### src/rtl/spi_slave_sync_pkg.sv
// Shared definitions for the system-clock-domain SPI slave.
//  - default frame width and synchroniser depth
//  - SPI mode constants (CPOL/CPHA) so master and slave agree on edges
//  - FSM state encodings, kept as plain 2-bit constants so they line up
//    with the legacy encodings used elsewhere (IDLE=0, SHIFT=1)
package spi_slave_sync_pkg;

  localparam int SPI_M    = 16;  // frame / word width in bits
  localparam int SPI_SYNC = 2;   // synchroniser depth, minimum 2

  localparam bit SPI_CPOL = 1'b0;  // SCLK idles low
  localparam bit SPI_CPHA = 1'b0;  // sample on leading edge, shift on trailing

  localparam logic [1:0] ST_IDLE  = 2'd0;
  localparam logic [1:0] ST_SHIFT = 2'd1;

endpackage

### src/rtl/spi_slave_sync_if.sv
// SPI link plus user-side word interface of spi_slave_sync.
//  SPI link : sclk, load, mosi (master -> slave), miso (slave -> master)
//  user side: di (word to send), di_ack, do_data (received word), do_vld,
//             frm_err
//  Handshake: there is no back-pressure. di must be valid whenever a frame
//  may start; di_ack is a 1-clk pulse meaning "di was captured, present the
//  next word". do_vld is a 1-clk pulse meaning "do_data was just updated";
//  the user must consume do_data before the next good frame ends. frm_err is
//  a 1-clk pulse for a frame whose bit count was not M.
//  ("do" is a language keyword, hence do_data.)
//  Modports: slave = the SPI slave itself, master = whatever drives it.
interface spi_slave_sync_if
  import spi_slave_sync_pkg::*;
#(
  parameter int M = SPI_M
) ();
  logic         sclk;
  logic         load;
  logic         mosi;
  logic         miso;
  logic [M-1:0] di;
  logic         di_ack;
  logic [M-1:0] do_data;
  logic         do_vld;
  logic         frm_err;

  modport slave (
    input  sclk, load, mosi, di,
    output miso, di_ack, do_data, do_vld, frm_err
  );

  modport master (
    output sclk, load, mosi, di,
    input  miso, di_ack, do_data, do_vld, frm_err
  );
endinterface

### src/rtl/spi_slave_sync_sync_edge.sv
// spi_sync_edge: brings one asynchronous pin into the clk domain through a
// SYNC-deep flop chain, then one more flop for edge detection.
//  clk, clr_n : system clock, async active-low reset
//  d          : asynchronous input pin
//  rise, fall : 1-clk pulses, asserted in the cycle after the synchronised
//               level changes (combinational from registers)
module spi_sync_edge #(
  parameter int SYNC = 2
) (
  input  logic clk,
  input  logic clr_n,
  input  logic d,
  output logic rise,
  output logic fall
);

  logic [SYNC-1:0] chain;
  logic            prev;

  always_ff @(posedge clk or negedge clr_n) begin
    if (!clr_n) begin
      chain <= '0;
      prev  <= 1'b0;
    end else begin
      chain <= {chain[SYNC-2:0], d};
      prev  <= chain[SYNC-1];
    end
  end

  assign rise = chain[SYNC-1] & ~prev;
  assign fall = ~chain[SYNC-1] & prev;

endmodule

### src/rtl/spi_slave_sync.sv
// spi_slave_sync: SPI slave that oversamples SCLK/LOAD/MOSI on clk.
// Receives and transmits one M-bit word per frame, MSB first.
//  clk, clr_n : system clock (>= 4x SCLK), async active-low reset
//  bus        : spi_slave_sync_if slave modport (SPI link + user words)
//  busy       : high while the FSM is in SHIFT
//  sr_stx     : tx shift register (debug)
//  sr_srx     : rx shift register (debug)
//  state      : FSM state (debug), ST_IDLE / ST_SHIFT
module spi_slave_sync
  import spi_slave_sync_pkg::*;
#(
  parameter int M    = SPI_M,
  parameter int SYNC = SPI_SYNC
) (
  input  logic                clk,
  input  logic                clr_n,
  spi_slave_sync_if.slave     bus,
  output logic                busy,
  output logic [M-1:0]        sr_stx,
  output logic [M-1:0]        sr_srx,
  output logic [1:0]          state
);

  // Counter saturates at M+1 so that over-clocked frames never wrap back
  // to M and get mistaken for good ones.
  localparam int              CW      = $clog2(M + 2);
  localparam logic [CW-1:0]   CNT_M   = CW'(M);
  localparam logic [CW-1:0]   CNT_MAX = CW'(M + 1);

  logic          sclk_rise, sclk_fall;
  logic          load_rise, load_fall;
  logic [SYNC-1:0] mosi_chain;
  logic          mosi_s;
  logic          sample_ev, shift_ev;
  logic [CW-1:0] bit_cnt;

  spi_sync_edge #(.SYNC(SYNC)) u_sclk_sync (
    .clk   (clk),
    .clr_n (clr_n),
    .d     (bus.sclk),
    .rise  (sclk_rise),
    .fall  (sclk_fall)
  );

  spi_sync_edge #(.SYNC(SYNC)) u_load_sync (
    .clk   (clk),
    .clr_n (clr_n),
    .d     (bus.load),
    .rise  (load_rise),
    .fall  (load_fall)
  );

  // mosi gets the same SYNC-deep delay as the sclk chain, so mosi_s is the
  // pin value at the moment the sclk edge was seen (the edge flop adds one
  // more cycle, but the edge event and mosi_s line up in the same cycle).
  always_ff @(posedge clk or negedge clr_n) begin
    if (!clr_n) begin
      mosi_chain <= '0;
    end else begin
      mosi_chain <= {mosi_chain[SYNC-2:0], bus.mosi};
    end
  end
  assign mosi_s = mosi_chain[SYNC-1];

  // Modes 0 and 3 both sample on the rising SCLK edge and shift on falling.
  assign sample_ev = (SPI_CPOL ^ SPI_CPHA) ? sclk_fall : sclk_rise;
  assign shift_ev  = (SPI_CPOL ^ SPI_CPHA) ? sclk_rise : sclk_fall;

  always_ff @(posedge clk or negedge clr_n) begin
    if (!clr_n) begin
      state       <= ST_IDLE;
      bit_cnt     <= '0;
      sr_stx      <= '0;
      sr_srx      <= '0;
      bus.miso    <= 1'b0;
      bus.do_data <= '0;
      bus.do_vld  <= 1'b0;
      bus.di_ack  <= 1'b0;
      bus.frm_err <= 1'b0;
    end else begin
      bus.do_vld  <= 1'b0;
      bus.di_ack  <= 1'b0;
      bus.frm_err <= 1'b0;
      case (state)
        ST_IDLE: begin
          // SCLK activity while idle is ignored; miso keeps its last bit.
          if (load_fall) begin
            state      <= ST_SHIFT;
            sr_stx     <= bus.di;
            bus.miso   <= bus.di[M-1];
            bit_cnt    <= '0;
            bus.di_ack <= 1'b1;
          end
        end
        ST_SHIFT: begin
          // load edge has priority: a concurrent sclk edge is dropped.
          if (load_rise) begin
            if (bit_cnt == CNT_M) begin
              bus.do_data <= sr_srx;
              bus.do_vld  <= 1'b1;
            end else begin
              bus.frm_err <= 1'b1;
            end
            state <= ST_IDLE;
          end else if (sample_ev) begin
            sr_srx <= {sr_srx[M-2:0], mosi_s};
            if (bit_cnt != CNT_MAX) begin
              bit_cnt <= bit_cnt + 1'b1;
            end
          end else if (shift_ev && (bit_cnt != '0) && (bit_cnt < CNT_M)) begin
            // Once all M bits have gone out, miso simply holds.
            sr_stx   <= {sr_stx[M-2:0], 1'b0};
            bus.miso <= sr_stx[M-2];
          end
        end
        default: state <= ST_IDLE;
      endcase
    end
  end

  assign busy = (state == ST_SHIFT);

endmodule

### src/flat_wrapper.sv
// flat-port wrapper written by rule: the top's interface ports become plain ports
module spi_slave_sync_flat import spi_slave_sync_pkg::*;
#(
  parameter int M    = SPI_M,
  parameter int SYNC = SPI_SYNC
)
  (clk, clr_n, busy, sr_stx, sr_srx, state, bus_sclk, bus_load, bus_mosi, bus_di, bus_miso, bus_di_ack, bus_do_data, bus_do_vld, bus_frm_err);
  spi_slave_sync_if #(.M(M)) bus_i ();
  input  logic clk;
  input  logic clr_n;
  output logic busy;
  output logic [M-1:0] sr_stx;
  output logic [M-1:0] sr_srx;
  output logic [1:0] state;
  input wire logic [$bits(bus_i.sclk)-1:0] bus_sclk;
  input wire logic [$bits(bus_i.load)-1:0] bus_load;
  input wire logic [$bits(bus_i.mosi)-1:0] bus_mosi;
  input wire logic [$bits(bus_i.di)-1:0] bus_di;
  output wire logic [$bits(bus_i.miso)-1:0] bus_miso;
  output wire logic [$bits(bus_i.di_ack)-1:0] bus_di_ack;
  output wire logic [$bits(bus_i.do_data)-1:0] bus_do_data;
  output wire logic [$bits(bus_i.do_vld)-1:0] bus_do_vld;
  output wire logic [$bits(bus_i.frm_err)-1:0] bus_frm_err;
  assign bus_i.sclk = bus_sclk;
  assign bus_i.load = bus_load;
  assign bus_i.mosi = bus_mosi;
  assign bus_i.di = bus_di;
  assign bus_miso = bus_i.miso;
  assign bus_di_ack = bus_i.di_ack;
  assign bus_do_data = bus_i.do_data;
  assign bus_do_vld = bus_i.do_vld;
  assign bus_frm_err = bus_i.frm_err;
  spi_slave_sync #(.M(M), .SYNC(SYNC)) u_core (.clk(clk), .clr_n(clr_n), .bus(bus_i), .busy(busy), .sr_stx(sr_stx), .sr_srx(sr_srx), .state(state));
endmodule
### config.mk
export PLATFORM = sky130hd
export DESIGN_NAME = spi_slave_sync_flat
export DESIGN_NICKNAME = d
export VERILOG_FILES = /design/src/rtl/spi_slave_sync_pkg.sv /design/src/rtl/spi_slave_sync_if.sv /design/src/rtl/spi_slave_sync_sync_edge.sv /design/src/rtl/spi_slave_sync.sv /design/src/flat_wrapper.sv
export SDC_FILE = /design/constraint.sdc
export NUM_CORES = 1
export LEC_CHECK = 0
export CORE_ASPECT_RATIO = 0.75
export CORE_MARGIN = 2
export CORE_UTILIZATION = 49
export CTS_CLUSTER_DIAMETER = 80
export DETAILED_ROUTE_END_ITERATION = 10
export MAX_ROUTING_LAYER = met4
export PLACE_DENSITY = 0.79
export SYNTH_ARGS = -nofsm -noshare
export SYNTH_HDL_FRONTEND = slang
export SYNTH_SLANG_ARGS = --single-unit
export TNS_END_PERCENT = 30
### constraint.sdc
create_clock -name clk -period 5.56 [get_ports clk]
set_clock_uncertainty 0.1 [all_clocks]
set_input_delay 1.112 -clock clk [delete_from_list [all_inputs] [get_ports clk]]
set_output_delay 1.112 -clock clk [all_outputs]
set_load 0.02 [all_outputs]
==> results.toml <==
[finish]
final_common_cell = "sky130_fd_sc_hd__clkdlybuf4s50_1"
design_area_final_um2 = 4180
fill_cells = 503
mostFrequentLayoutCells = "73 x sky130_fd_sc_hd__clkdlybuf4s50_1, 65 x sky130_fd_sc_hd__dfrtp_1, 32 x sky130_fd_sc_hd__mux2_2"
fraction_of_final_layout_cells_with_drive_strength_greater_than_1_pct = 16.0
nets = 369
antenna_cells_inserted = 0
area.growth.synth_to_final_pct = 28.5

[routing]
drcViolationCount = 0
first_pass_drt_iterations = 4
num_vias = 2470
drt_iter0_drc = 220
detail_route.wl_per_cell_um = 16.7
drt.antenna.violating_nets = 0
vias_per_cell = 5.73
routed_wl_um = 7220

[global_route]
grt.overflow.total = 0
grt_first_pass_wirelength_um = 11900
initial_antenna_violation_count = 0
first_global_vias = 2371
grt_use_total_pct = 21.7
largest_net_degree_at_the_start_of_global_routing = 66

[placement]
gp_congestion = 0.863
dpl_cell_area_um2 = 4000
portBuffers = 74
dp_hpwl_um = 4540

[clocking]
htree_levels = 3
clock_insertion_delay_worst_skew_ns = 0.35
max-clock-path-buffers = 2
cts_setup_buffers = 0
clk_pin_slew_worst_paths_ns = 0.07
clock_tree.root_cell = "sky130_fd_sc_hd__clkbuf_8"
cts_buffers = 9
cts_hold_buffers = 0
cts_num_sinks = 65
post_cts.resized_instances = 0
clock_tree_from_tritoncts = "done"

[power]
power.leakage_nw = 1.75
max-vdd-ir-drop_v = 0.000263
power.clock.fraction_pct = 24.1
cell_internal_pwr_mw = 1.04
p_seq_share_pct = 40.7
powerDensity_nw_per_um2 = 381
p_total_mw = 1.59
power_frac_comb_pct = 35.2
power_spent_charging_and_discharging_nets_mw = 0.557
swShare_pct = 34.9

[run]
count_of_max_cap_constraint_violations = 0

[yosys]
synth_largest_type_area_fraction_pct = 50.0
synth_warnings = 0
synth.yosys.seq_area_share_pct = 50.0
postSynth.topFlopCell = "sky130_fd_sc_hd__dfrtp_1"
number_of_distinct_standard_cells_referenced_by_the_synthesized_netlist = 45
postSynthAreaPerCell_um2 = 11.5
ys_top_cells_by_area = "sky130_fd_sc_hd__dfrtp_1 50%, sky130_fd_sc_hd__mux2_2 11%, sky130_fd_sc_hd__a311o_1 4.6%, sky130_fd_sc_hd__nor4b_1 4.0%, sky130_fd_sc_hd__a311oi_1 3.8%"
post_synth_instance_area_um2 = 3250
synth_edf_count = 0
async_flop_share_pct = 100
mappedNetlistNets = 307
synth_area_leader_cell = "sky130_fd_sc_hd__dfrtp_1"
synth_cells = 283
yosys_register_bits = 65

[critical_path]
crit_path_cell_trace = "clkdlybuf4s50_1"
path_buf_inv = 1
cp-start-kind = "register"
critical_path.max_stage_delay_ns = 0.91
critPathCaptureType = "output pin"
critPathSlowestCell = "sky130_fd_sc_hd__dfrtp_1"
timing.critical_path.arrival_ns = 2.01
timing.critical_path.required_ns = 4.35
critical-path-top-delay-family = "flip-flops"
critical_path_class = "register to output pin"
cp_max_fo = 28

[hold_path]
worst_hold_path_type = "register to register"

[floorplan]
chipWidth_um = 98.1
core_um2 = 6350
initial_utilization_pct = 51.3
die_area_um2 = 7320
die-height_um = 74.6
io_pins = 76
fp-row-count = 25

[timing]
grt_setup_unrepaired = "no"
period_needed_ns = 3.23
worst-slew-pin-transition_ns = 0.872
layout_worst_path_cycle_share_pct = 58.0
setup_viol = 0
fin_setup_tns_ns = 0
fmax_mhz = 310
slew-limit-headroom_pct = 41.9
hold_viol_final = 0
number_of_slew_limit_violations_in_the_final_report = 0

[run_status]
outcome = "finished, final reports clean"
[state kept, by name (all words and copies together) (netlist names), 2 cells and up]
signal	flops
u_core.bit_cnt	5
u_core.bus.do_data	16
u_core.mosi_chain	2
u_core.sr_srx	16
u_core.sr_stx	15
u_core.u_load_sync.chain	2
u_core.u_sclk_sync.chain	2
[power groups by stage]
stage	Sequential (mW)	Combinational, mW	Clock (mW)
after floorplan	0.719	0.255	0
after global placement	0.651	0.549	0
after detailed placement	0.654	0.557	0
after CTS	0.646	0.563	0.395
after global routing	0.662	0.605	0.417
final	0.648	0.561	0.383
[final cells by class]
cell class,count,area (µm²),share of cell area (%)
clock buffers,11,131,3.14
clock inverters,5,56.3,1.35
inverters,19,71.3,1.71
multi-input cells,170,1420,33.8
flip-flops and latches,65,1630,38.9
well taps,81,101,2.42
repair buffers,80,781,18.7
[cell usage after synthesis, types with 2 or more instances]
library cell	instances
sky130_fd_sc_hd__ha_1	3
sky130_fd_sc_hd__dfrtp_1	65
sky130_fd_sc_hd__nand3_1	6
sky130_fd_sc_hd__inv_1	19
sky130_fd_sc_hd__buf_2	5
sky130_fd_sc_hd__buf_4	3
sky130_fd_sc_hd__a311o_1	15
sky130_fd_sc_hd__a311oi_1	14
sky130_fd_sc_hd__nor2b_1	2
sky130_fd_sc_hd__mux2_2	32
sky130_fd_sc_hd__nor2_1	2
sky130_fd_sc_hd__clkbuf_1	18
sky130_fd_sc_hd__nor4_1	17
sky130_fd_sc_hd__o211ai_1	2
sky130_fd_sc_hd__nand2b_1	19
sky130_fd_sc_hd__buf_6	2
sky130_fd_sc_hd__nor4b_1	15
sky130_fd_sc_hd__nand2_1	2
sky130_fd_sc_hd__nor3b_1	15
sky130_fd_sc_hd__a21oi_1	2
[logic make-up (layout without fill, tap and decap cells)]
logic type,after synthesis,in the layout,synth area share (%)
multiplexers,33,33,11.4
flip-flops,65,65,50.0
buffers and inverters,48,115,6.54
other,1,1,0.115
AND/OR/NAND/NOR,91,91,19.3
adder cells (fa/ha/maj),3,3,1.15
AO/OA/AOI/OAI,42,42,11.5
[path summary, 6_finish.rpt]
check / from / endpoint / slack, ns / depth (start not counted)
min in group asynchronous: clr_n / u_core.sr_stx[8]$_DFFE_PN0P_ / 0.83 / 2
min: u_core.u_load_sync.chain[0]$_DFF_PN0_ / u_core.u_load_sync.chain[1]$_DFF_PN0_ / 0.25 / 0
max in group asynchronous: clr_n / u_core.bus.do_data[7]$_DFFE_PN0P_ / 4.01 / 2
max reg2reg: u_core.state[0]$_DFFE_PN0P_ / u_core.bus.do_data[4]$_DFFE_PN0P_ / 2.79 / 3
max: u_core.state[0]$_DFFE_PN0P_ / state[0] / 2.33 / 1
min reg2reg: u_core.u_load_sync.chain[0]$_DFF_PN0_ / u_core.u_load_sync.chain[1]$_DFF_PN0_ / 0.25 / 0
[routing by layer]
| metal | track usage (%) | wire, µm | vias up | share of wire, % |
|---|---|---|---|---|
| li1 | - | - | 1187 | - |
| met1 | 29.5 | 3370 | 1207 | 47 |
| met2 | 30.8 | 3390 | 71 | 47 |
| met3 | 6.77 | 386 | 5 | 5.3 |
| met4 | 7.72 | 70 | 0 | 0.97 |
| met5 | - | 0 | - | 0 |
[stage by stage]
stage / hold WS, ns / util (%) / worst slack, ns / std cells
2_1_floorplan: 0.231 / - / 3.66 / 283
3_3_place_gp: 0.232 / 62.9 / 2.71 / 415
3_5_place_dp: 0.237 / 62.9 / 2.71 / 415
4_1_cts: 0.253 / 65.9 / 2.33 / 431
5_1_grt: 0.259 / 65.9 / 2.21 / 431
6_report: 0.250 / 65.9 / 2.33 / 431
[worst register-to-register path, stage by stage (launching register included)]
cell and delay, ns:
sky130_fd_sc_hd__dfrtp_1 0.91, sky130_fd_sc_hd__buf_4 0.45, sky130_fd_sc_hd__and4_1 0.77, sky130_fd_sc_hd__mux2_2 0.42
(Power assumes the default switching activity.)
